==> src/rtl/breadboard_pkg.sv <==
// Shared definitions for the breadboard traffic-light controller:
// mode encodings, car light indices, car phases and lane byte offsets.
package breadboard_pkg;

  // Controller mode, exactly as it appears on trafficMode.
  typedef enum logic [1:0] {
    MODE_DAY   = 2'b00,
    MODE_NIGHT = 2'b01,
    MODE_PED   = 2'b10,
    MODE_EMG   = 2'b11
  } mode_t;

  // Car phase ring position.
  typedef enum logic [1:0] {
    P0 = 2'd0,
    P1 = 2'd1,
    P2 = 2'd2,
    P3 = 2'd3
  } phase_t;

  // Bit positions of each lane's light in dayTimeLightOutput.
  localparam int LIGHT_S1 = 0;
  localparam int LIGHT_S2 = 1;
  localparam int LIGHT_E1 = 2;
  localparam int LIGHT_E2 = 3;
  localparam int LIGHT_N1 = 4;
  localparam int LIGHT_N2 = 5;
  localparam int LIGHT_W1 = 6;
  localparam int LIGHT_W2 = 7;

  // Low bit of each lane's 8-bit car count inside the packed lanes bus.
  localparam int LANE_W1 = 56;
  localparam int LANE_W2 = 48;
  localparam int LANE_S1 = 40;
  localparam int LANE_S2 = 32;
  localparam int LANE_E1 = 24;
  localparam int LANE_E2 = 16;
  localparam int LANE_N1 = 8;
  localparam int LANE_N2 = 0;

  // Car light pattern for a given phase: two opposing lanes go green.
  function automatic logic [7:0] phase_lights(input phase_t p);
    logic [7:0] l;
    l = 8'h00;
    case (p)
      P0: begin l[LIGHT_S1] = 1'b1; l[LIGHT_N1] = 1'b1; end
      P1: begin l[LIGHT_S2] = 1'b1; l[LIGHT_N2] = 1'b1; end
      P2: begin l[LIGHT_E1] = 1'b1; l[LIGHT_W1] = 1'b1; end
      default: begin l[LIGHT_E2] = 1'b1; l[LIGHT_W2] = 1'b1; end
    endcase
    return l;
  endfunction

endpackage

==> src/rtl/breadboard_phase_timer.sv <==
// Phase length down-counter: a load starts a phase of loadIn cycles,
// hold freezes the count, otherwise it counts down and rests at zero.
module phase_timer (
  input  logic       clk,
  input  logic       rst,
  input  logic [6:0] loadIn,
  input  logic       load,
  input  logic       hold,
  output logic [6:0] currentCount,
  output logic       isZero
);

  assign isZero = (currentCount == 7'd0);

  // Load loadIn-1 so the phase spans exactly loadIn cycles including the load cycle.
  always_ff @(posedge clk) begin
    if (rst) begin
      currentCount <= 7'd0;
    end else if (load) begin
      currentCount <= loadIn - 7'd1;
    end else if (hold) begin
      currentCount <= currentCount;
    end else if (!isZero) begin
      currentCount <= currentCount - 7'd1;
    end
  end

endmodule

==> src/rtl/breadboard.sv <==
// Four-way intersection controller: sequences car phases, pedestrian
// and emergency modes, computes phase lengths and drives registered lights.
module breadboard
  import breadboard_pkg::*;
#(
  parameter int DAY_START  = 6,
  parameter int DAY_END    = 19,
  parameter int PED_TIME   = 15,
  parameter int EMG_TIME   = 20,
  parameter int NIGHT_TIME = 8
) (
  input  logic        clk,
  input  logic        rst,
  input  logic [4:0]  hoursIn,
  input  logic        pedSignal,
  input  logic        emgSignal,
  input  logic [7:0]  emgLane,
  input  logic [63:0] lanes,
  output logic [7:0]  dayTimeLightOutput,
  output logic [7:0]  walkingLightOutput,
  output logic [1:0]  trafficMode,
  output logic [6:0]  currentCount
);

  mode_t      mode, next_mode;
  phase_t     phase, next_phase, ring_phase;
  logic [1:0] ring_idx;
  logic       ped_latch, next_ped;
  logic [7:0] car, next_car;
  logic [7:0] walk, next_walk;
  logic       dayNightSignal;
  logic       isZero;
  logic       emgLoad, emg_hold;
  logic       load;
  logic [6:0] loadIn;
  logic [6:0] day_load;
  logic [7:0] count_a, count_b, max_count;

  assign dayNightSignal = (hoursIn >= 5'(DAY_START)) && (hoursIn <= 5'(DAY_END));
  assign ring_idx       = phase + 2'd1;
  assign ring_phase     = phase_t'(ring_idx);

  assign trafficMode        = mode;
  assign dayTimeLightOutput = car;
  assign walkingLightOutput = walk;

  phase_timer u_timer (
    .clk          (clk),
    .rst          (rst),
    .loadIn       (loadIn),
    .load         (load),
    .hold         (emg_hold),
    .currentCount (currentCount),
    .isZero       (isZero)
  );

  // Day phase length from the busier of the two lanes the next phase serves.
  always_comb begin
    count_a = 8'h00;
    count_b = 8'h00;
    case (ring_phase)
      P0: begin count_a = lanes[LANE_S1 +: 8]; count_b = lanes[LANE_N1 +: 8]; end
      P1: begin count_a = lanes[LANE_S2 +: 8]; count_b = lanes[LANE_N2 +: 8]; end
      P2: begin count_a = lanes[LANE_E1 +: 8]; count_b = lanes[LANE_W1 +: 8]; end
      default: begin count_a = lanes[LANE_E2 +: 8]; count_b = lanes[LANE_W2 +: 8]; end
    endcase
    max_count = (count_a > count_b) ? count_a : count_b;
    day_load  = 7'd4 + {2'b00, max_count[7:3]};
  end

  // Next mode, phase, load time, pedestrian latch and light decode.
  always_comb begin
    next_mode  = mode;
    next_phase = phase;
    next_ped   = ped_latch;
    next_car   = car;
    next_walk  = walk;
    loadIn     = 7'(EMG_TIME);

    // An active emergency keeps the count pinned at its top value; any other
    // emergency cycle (preempt or boundary) reloads it.
    emg_hold = emgSignal && (mode == MODE_EMG) && (currentCount == 7'(EMG_TIME - 1));
    emgLoad  = emgSignal && !emg_hold;
    load     = emgLoad || isZero;

    if (pedSignal && (mode != MODE_PED)) begin
      next_ped = 1'b1;
    end

    if (emgSignal) begin
      next_mode = MODE_EMG;
      loadIn    = 7'(EMG_TIME);
    end else if (isZero) begin
      if (ped_latch) begin
        next_mode = MODE_PED;
        loadIn    = 7'(PED_TIME);
        next_ped  = 1'b0;
      end else begin
        next_phase = ring_phase;
        if (dayNightSignal) begin
          next_mode = MODE_DAY;
          loadIn    = day_load;
        end else begin
          next_mode = MODE_NIGHT;
          loadIn    = 7'(NIGHT_TIME);
        end
      end
    end

    case (next_mode)
      MODE_EMG: begin
        next_car  = emgLane;
        next_walk = 8'h00;
      end
      MODE_PED: begin
        next_car  = 8'h00;
        next_walk = 8'hFF;
      end
      default: begin
        next_car  = phase_lights(next_phase);
        next_walk = 8'h00;
      end
    endcase
  end

  // State and output registers; reset parks the ring on P3 so P0 comes first.
  always_ff @(posedge clk) begin
    if (rst) begin
      mode      <= MODE_DAY;
      phase     <= P3;
      ped_latch <= 1'b0;
      car       <= 8'h00;
      walk      <= 8'h00;
    end else begin
      mode      <= next_mode;
      phase     <= next_phase;
      ped_latch <= next_ped;
      car       <= next_car;
      walk      <= next_walk;
    end
  end

endmodule

==> config.mk <==
export PLATFORM = sky130hd
export DESIGN_NAME = breadboard
export DESIGN_NICKNAME = d
export VERILOG_FILES = /design/src/rtl/breadboard_pkg.sv /design/src/rtl/breadboard_phase_timer.sv /design/src/rtl/breadboard.sv
export SDC_FILE = /design/constraint.sdc
export NUM_CORES = 1
export LEC_CHECK = 0
export ABC_AREA = 1
export ABC_CLOCK_PERIOD_IN_PS = 4000
export BUFFER_PORTS_ARGS = -buffer_cell sky130_fd_sc_hd__buf_2
export CORE_MARGIN = 3
export CORE_UTILIZATION = 46
export DETAILED_ROUTE_END_ITERATION = 12
export GPL_TIMING_DRIVEN = 0
export PLACE_DENSITY = 0.93
export SLEW_MARGIN = 0
export SYNTH_ARGS = -nofsm -noshare
export SYNTH_HDL_FRONTEND = slang
export SYNTH_HIERARCHICAL = 1
export SYNTH_SLANG_ARGS = --single-unit
==> constraint.sdc <==
create_clock -name clk -period 4 [get_ports clk]
set_input_delay 0.2 -clock clk [delete_from_list [all_inputs] [get_ports clk]]
set_output_delay 0.2 -clock clk [all_outputs]
set_load 0.01 [all_outputs]
Word level (Yosys, flattened, before mapping)
Cells that the tools add are included.
{"block": "op_classes", "n_bitwise": 0, "muxes": 27, "n_eq_ne": 11, "n_shift": 0, "add_sub_neg": 4, "n_reduce_logical": 12, "n_lt_le_gt_ge": 3, "div": 0, "n_mul": 0}
{"cell": "$pmux 8 s3", "count": 2}
{"cell": "$mux 6", "count": 4}
{"cell": "$mux 7", "count": 3}
{"cell": "$mux 8", "count": 2}
{"cell": "$pmux 8 s2", "count": 1}
{"cell": "$mux 2", "count": 6}
{"cell": "$eq 2x2->1 const B", "count": 5}
{"cell": "$mux 1", "count": 9}
{"cell": "$gt 8x8->1", "count": 1}
{"cell": "$eq 7x5->1 const B", "count": 1}
{"cell": "$logic_not 7->1", "count": 1}
{"cell": "$sub 6x1->7 const B", "count": 1}
{"cell": "$sub 7x1->7 const B", "count": 1}
{"cell": "$add 3x5->6 const A", "count": 1}
{"cell": "$ge 5x3->1 const B", "count": 1}
{"cell": "$le 5x5->1 const B", "count": 1}
{"cell": "$logic_and 1x1->1", "count": 5}
{"cell": "$eq 2x1->1 const B", "count": 2}
{"cell": "$logic_not 2->1", "count": 2}
{"cell": "$ne 2x1->1 const B", "count": 2}
{"cell": "$reduce_or 3->1", "count": 1}
{"cell": "$add 2x1->2 const B", "count": 1}
{"cell": "$ne 2x2->1 const B", "count": 1}
{"cell": "$reduce_and 2->1", "count": 1}
{"cell": "other kinds (2)", "count": 2}
{"block": "word_totals", "n_memories": 0, "register_bits": 28, "latchBits": 0, "word_cells": 63, "mem_bits_rw": 0, "output_inout_bits": 25, "inputBits": 81, "romBits": 0}

Logic depth before layout (Yosys ltp)
{"block": "depth", "ltp_word": 12, "depth_mapped": 30, "ltp_nobuf": 28}

Hierarchy
Netlist, hierarchy kept.
{"mod": "breadboard", "cells_each": 245, "seq_area_each_um2": 280.3, "area_per_inst_um2": 1567.8, "n_inst": 1}
{"mod": "phase_timer", "cells_each": 95, "seq_area_each_um2": 140.1, "area_per_inst_um2": 535.5, "n_inst": 1}

Worst setup path after synthesis
OpenSTA, ideal clock, no wires.
{"block": "synth_timing", "path_kind": "flip-flop to flip-flop", "startpoint": "register phase[0]", "endpoint": "register u_timer.currentCount[4]", "path_stages_with_launch": 28, "required_time_ns": 3.883, "slack_ns": 0.689, "arrival_time_ns": 3.194, "synth_period_minus_slack_ns": 3.311, "cell_sequence": "dfxtp_1 > inv_1 > ha_1 > inv_2 > buf_6 > buf_6 > o22ai_2 > inv_2 > ha_1 > nand2_1 > inv_1 > nand2_1 > nand2_1 > nand2_1 > nand2_2 > nand2_4 > a21oi_1 > o21ai_1 > nand2_1 > nand2_1 > o21ai_0 > inv_1 > ha_1 > nand3_1 > nor2_2 > xor2_1 > nor2_1 > nor2_1"}
{"block": "synth_via", "elab_chain_len": 12, "word_cells_on_any_way": 15, "classes_between": "3 x add/sub; 1 x order compare; 2 x eq/ne; 8 x mux; 1 x reduce/logical"}
{"element": "start, declared", "line": "breadboard.sv:26", "rtl": "phase_t phase, next_phase, ring_phase;"}
{"element": "start signal, assigned", "line": "breadboard.sv:136", "rtl": "phase <= next_phase;"}
{"element": "$add 2x1->2 *", "line": "breadboard.sv:40", "rtl": "assign ring_idx = phase + 2'd1;"}
{"element": "$eq 2x2->1 (tied with other cells)", "line": "breadboard.sv:61", "rtl": "case (ring_phase)"}
{"element": "$pmux 8 s3", "line": "breadboard.sv:61"}
{"element": "$gt 8x8->1", "line": "breadboard.sv:67", "rtl": "max_count = (count_a > count_b) ? count_a : count_b;"}
{"element": "$mux 8 *", "line": "breadboard.sv:67"}
{"element": "$add 3x5->6 *", "line": "breadboard.sv:68", "rtl": "day_load = 7'd4 + {2'b00, max_count[7:3]};"}
{"element": "$mux 6 *", "line": "breadboard.sv:100", "rtl": "if (dayNightSignal) begin"}
{"element": "$mux 6 *", "line": "breadboard.sv:94", "rtl": "if (ped_latch) begin"}
{"element": "$mux 6 *", "line": "breadboard.sv:93", "rtl": "end else if (isZero) begin"}
{"element": "$mux 6 *", "line": "breadboard.sv:90", "rtl": "if (emgSignal) begin"}
{"element": "named net loadIn[0]", "line": "breadboard.sv:35", "rtl": "logic [6:0] loadIn;"}
{"element": "$sub 6x1->7 *", "line": "breadboard_phase_timer.sv:20", "rtl": "currentCount <= loadIn - 7'd1;"}
{"element": "$mux 7 *", "line": "breadboard_phase_timer.sv:19", "rtl": "end else if (load) begin"}
{"element": "end signal, assigned", "line": "breadboard_phase_timer.sv:20"}
{"element": "end signal, assigned", "line": "breadboard_phase_timer.sv:22", "rtl": "currentCount <= currentCount;"}
{"element": "end signal, assigned", "line": "breadboard_phase_timer.sv:24", "rtl": "currentCount <= currentCount - 7'd1;"}
{"element": "end, declared", "line": "breadboard_phase_timer.sv:9", "rtl": "output logic [6:0] currentCount,"}
Mark *: on every way through the listed nets, which the timed path passes. The rest lies on a longest branch.
A chain may end at the register's enable or synchronous reset.

Final worst setup path
{"block": "layout_timing", "startpoint": "register phase[0]", "endpoint": "register u_timer.currentCount[6]"}
Same word-level chain as after synthesis.

==> impl_metrics.yaml <==
detailed_routing:
  via_per_inst: 5.04
  routed_wl_um: 5900
  drc: 0
  drtAntennaViolNets: 0
  avgRoutedWirePerCell_um: 11.9
  initialDrtViolationCount: 103
  vias: 2503
  drtPass1Iterations: 4
clock_network:
  cts_tree: "built"
  cts_buffers: 3
  htreeDepth: 1
  cts_sinks: 21
  insertion_delay_ns: 0.27
  clk_path_buf_depth: 2
  hold_buffers: 0
  cts_root_buf: "clkbuf_8"
  clk_pin_slew_ns: 0.08
cells_and_area:
  fin_area_um2: 2750
  fin_util: 0.653
  n_fill_cell: 368
  fin_cells: 497
  n_antenna_cell: 0
  layout.nets: 542
  area_growth_pct: 30.5
  final_layout_size_suffix_gt1_frac: 0.349
setup_path:
  worst-path-max-fanout: 10
  crit_slowest_cell: "dfxtp_1"
  critical_path.endpoint_type: "flop"
  slowest_delay_ns: 0.33
  required_ns: 4.17
  critPathLaunchType: "flop"
  critical_path_arrival_ns: 3.80
  crit_top_cell: "nand2_1"
  critical_path_class: "reg2reg"
die:
  die-area_um2: 5420
  rows: 23
  die_x_um: 73.6
  pin_count: 106
  start_util: 0.501
  die_h_um: 73.6
  core_um2: 4200
synth:
  synthArstFlopShare: 0
  synthCells: 340
  syn-num-nets: 434
  synth.area.top_cells: "nand2_1, dfxtp_1, ha_1"
  yosysMostFrequentCell: "nand2_1"
  ys_seq_elements: 21
  post-synth-top-area-fraction: 0.202
  synth.avg_cell_area_um2: 6.19
  yosysTopAreaCell: "nand2_1"
  ys_types: 38
  yosys_warnings: 6
  yosys_most_used_dff: "dfxtp_1"
  ys_seq_area_frac: 0.200
  synthTopCellsByCount: "nand2_1, nor2_1, inv_1"
  synth_area_um2: 2100
  synth-edff-count: 0
timing:
  slew_viol_final: 0
  rsz0062_at_grt: "false"
  max_freq_ghz: 0.275
  fin_tns_setup_ns: 0
  fin_worst_skew_ns: 0.00547
  finalCritPeriodShare: 0.909
  setup_violations: 0
  slew_headroom: 0.658
  worstMarginPinSlew_ns: 0.507
  timing.final.hold_violations: 0
  period_needed_ns: 3.64
hold_path:
  worstHoldPathType: "in2reg"
pwr:
  p_leak_nw: 1.59
  irDropWorstVdd_v: 0.000467
  power.density_nw_per_um2: 639
place:
  hpwl_um: 4910
  place_area_um2: 2690
  place_inst: 494
  globalplace.congestion: 0.871
  io_buffers: 104
global_routing:
  grt_start_max_net_pins: 14
  grt_pass1_vias: 2364
  antenna_found_initial: 0
  track_usage: 0.219
  grt_pass1_wl_um: 9650
  grt_overflow: 0
run_status:
  outcome: "completed"
flow_run:
  cap_violations: 0
-- sequential cells by signal, indices dropped and copies added (netlist names) --
signal,cells
dayTimeLightOutput,8
ped_latch,1
phase,2
walkingLightOutput,1
u_timer/currentCount,7
trafficMode,2
-- through the flow --
step	total power, mW	hold WS (ns)	setup slack [ns]
global route	1.95	0.174	0.00516
detailed placement	1.59	0.446	0.173
CTS	1.74	0.162	0.139
finish	1.76	0.160	0.365
floorplan	1.29	0.269	0.689
global placement	1.55	0.438	0.284
-- critical path, delay by kind of cell, from the launching register on --
family,cells,cell delay (ns)
AND/OR/NAND/NOR,14,1.19
buffers and inverters,8,0.81
adder cells (fa/ha/maj),3,0.80
AO/OA/AOI/OAI,4,0.43
flip-flops,1,0.33
-- where the power goes --
| group | switching, mW | internal, mW | leakage (nW) |
|---|---|---|---|
| clock network | 0.0743 | 0.0705 | 0.0217 |
| registers | 0.0590 | 0.278 | 0.174 |
| logic | 0.784 | 0.490 | 1.39 |
-- repair_timing --
action / 4_1_cts / 5_1_grt
setup endpoints to repair: 0 / 3
setup buffers: 0 / 0
gates resized for setup: 0 / 6
-- logic make-up after synthesis --
group	after synthesis	synth area share
buf+inv	56	0.127
other cells	1	0.00178
simple gates	185	0.388
fa+ha+maj	13	0.0773
xor+xnor	3	0.0161
flops	21	0.200
compound gates	61	0.190
-- placed cells by master, fill, tap and decap left out, types with 2 or more instances in the layout --
cell type	instances
o22ai_2	4
o21ai_2	2
a21oi_1	22
buf_4	7
o21ai_0	9
dfxtp_1	21
nand2_1	113
buf_6	3
nor2_4	3
o22ai_1	5
xor2_1	2
clkbuf_8	3
a22o_1	10
nor2_2	3
nor2_1	33
inv_1	32
nand3_1	16
inv_2	6
buf_2	108
a31oi_1	4
nand2_2	6
o21ai_1	2
nand3b_1	3
ha_1	12
-- per-layer routing --
| layer | global-route usage | vias up | share of wire |
|---|---|---|---|
| li1 | - | 1310 | - |
| met1 | 0.257 | 1098 | 0.43 |
| met2 | 0.395 | 85 | 0.49 |
| met3 | 0.0506 | 10 | 0.070 |
| met4 | 0.0584 | 0 | 0.015 |
| met5 | 0 | - | 0 |
-- area by class of cell --
cell class | count | area [um^2] | area share
inverter | 39 | 149 | 0.0542
multi-input combinational | 263 | 1430 | 0.521
clock buffer | 3 | 41.3 | 0.0150
clock inverter | 1 | 7.51 | 0.00273
timing repair buffer | 104 | 520 | 0.190
tap | 50 | 62.6 | 0.0228
sequential | 21 | 420 | 0.153
buffer | 16 | 115 | 0.0419
-- final timing paths --
kind | from | to | slack, ns | cells after the start
hold / removal | rst | u_timer/currentCount[0] | 0.16 | 2
setup / recovery | phase[0] | u_timer/currentCount[6] | 0.36 | 29
hold reg to reg | u_timer/currentCount[0] | u_timer/currentCount[0] | 0.52 | 2
setup reg to reg | phase[0] | u_timer/currentCount[6] | 0.36 | 29
Note: power is estimated with default switching activity, not from simulation.
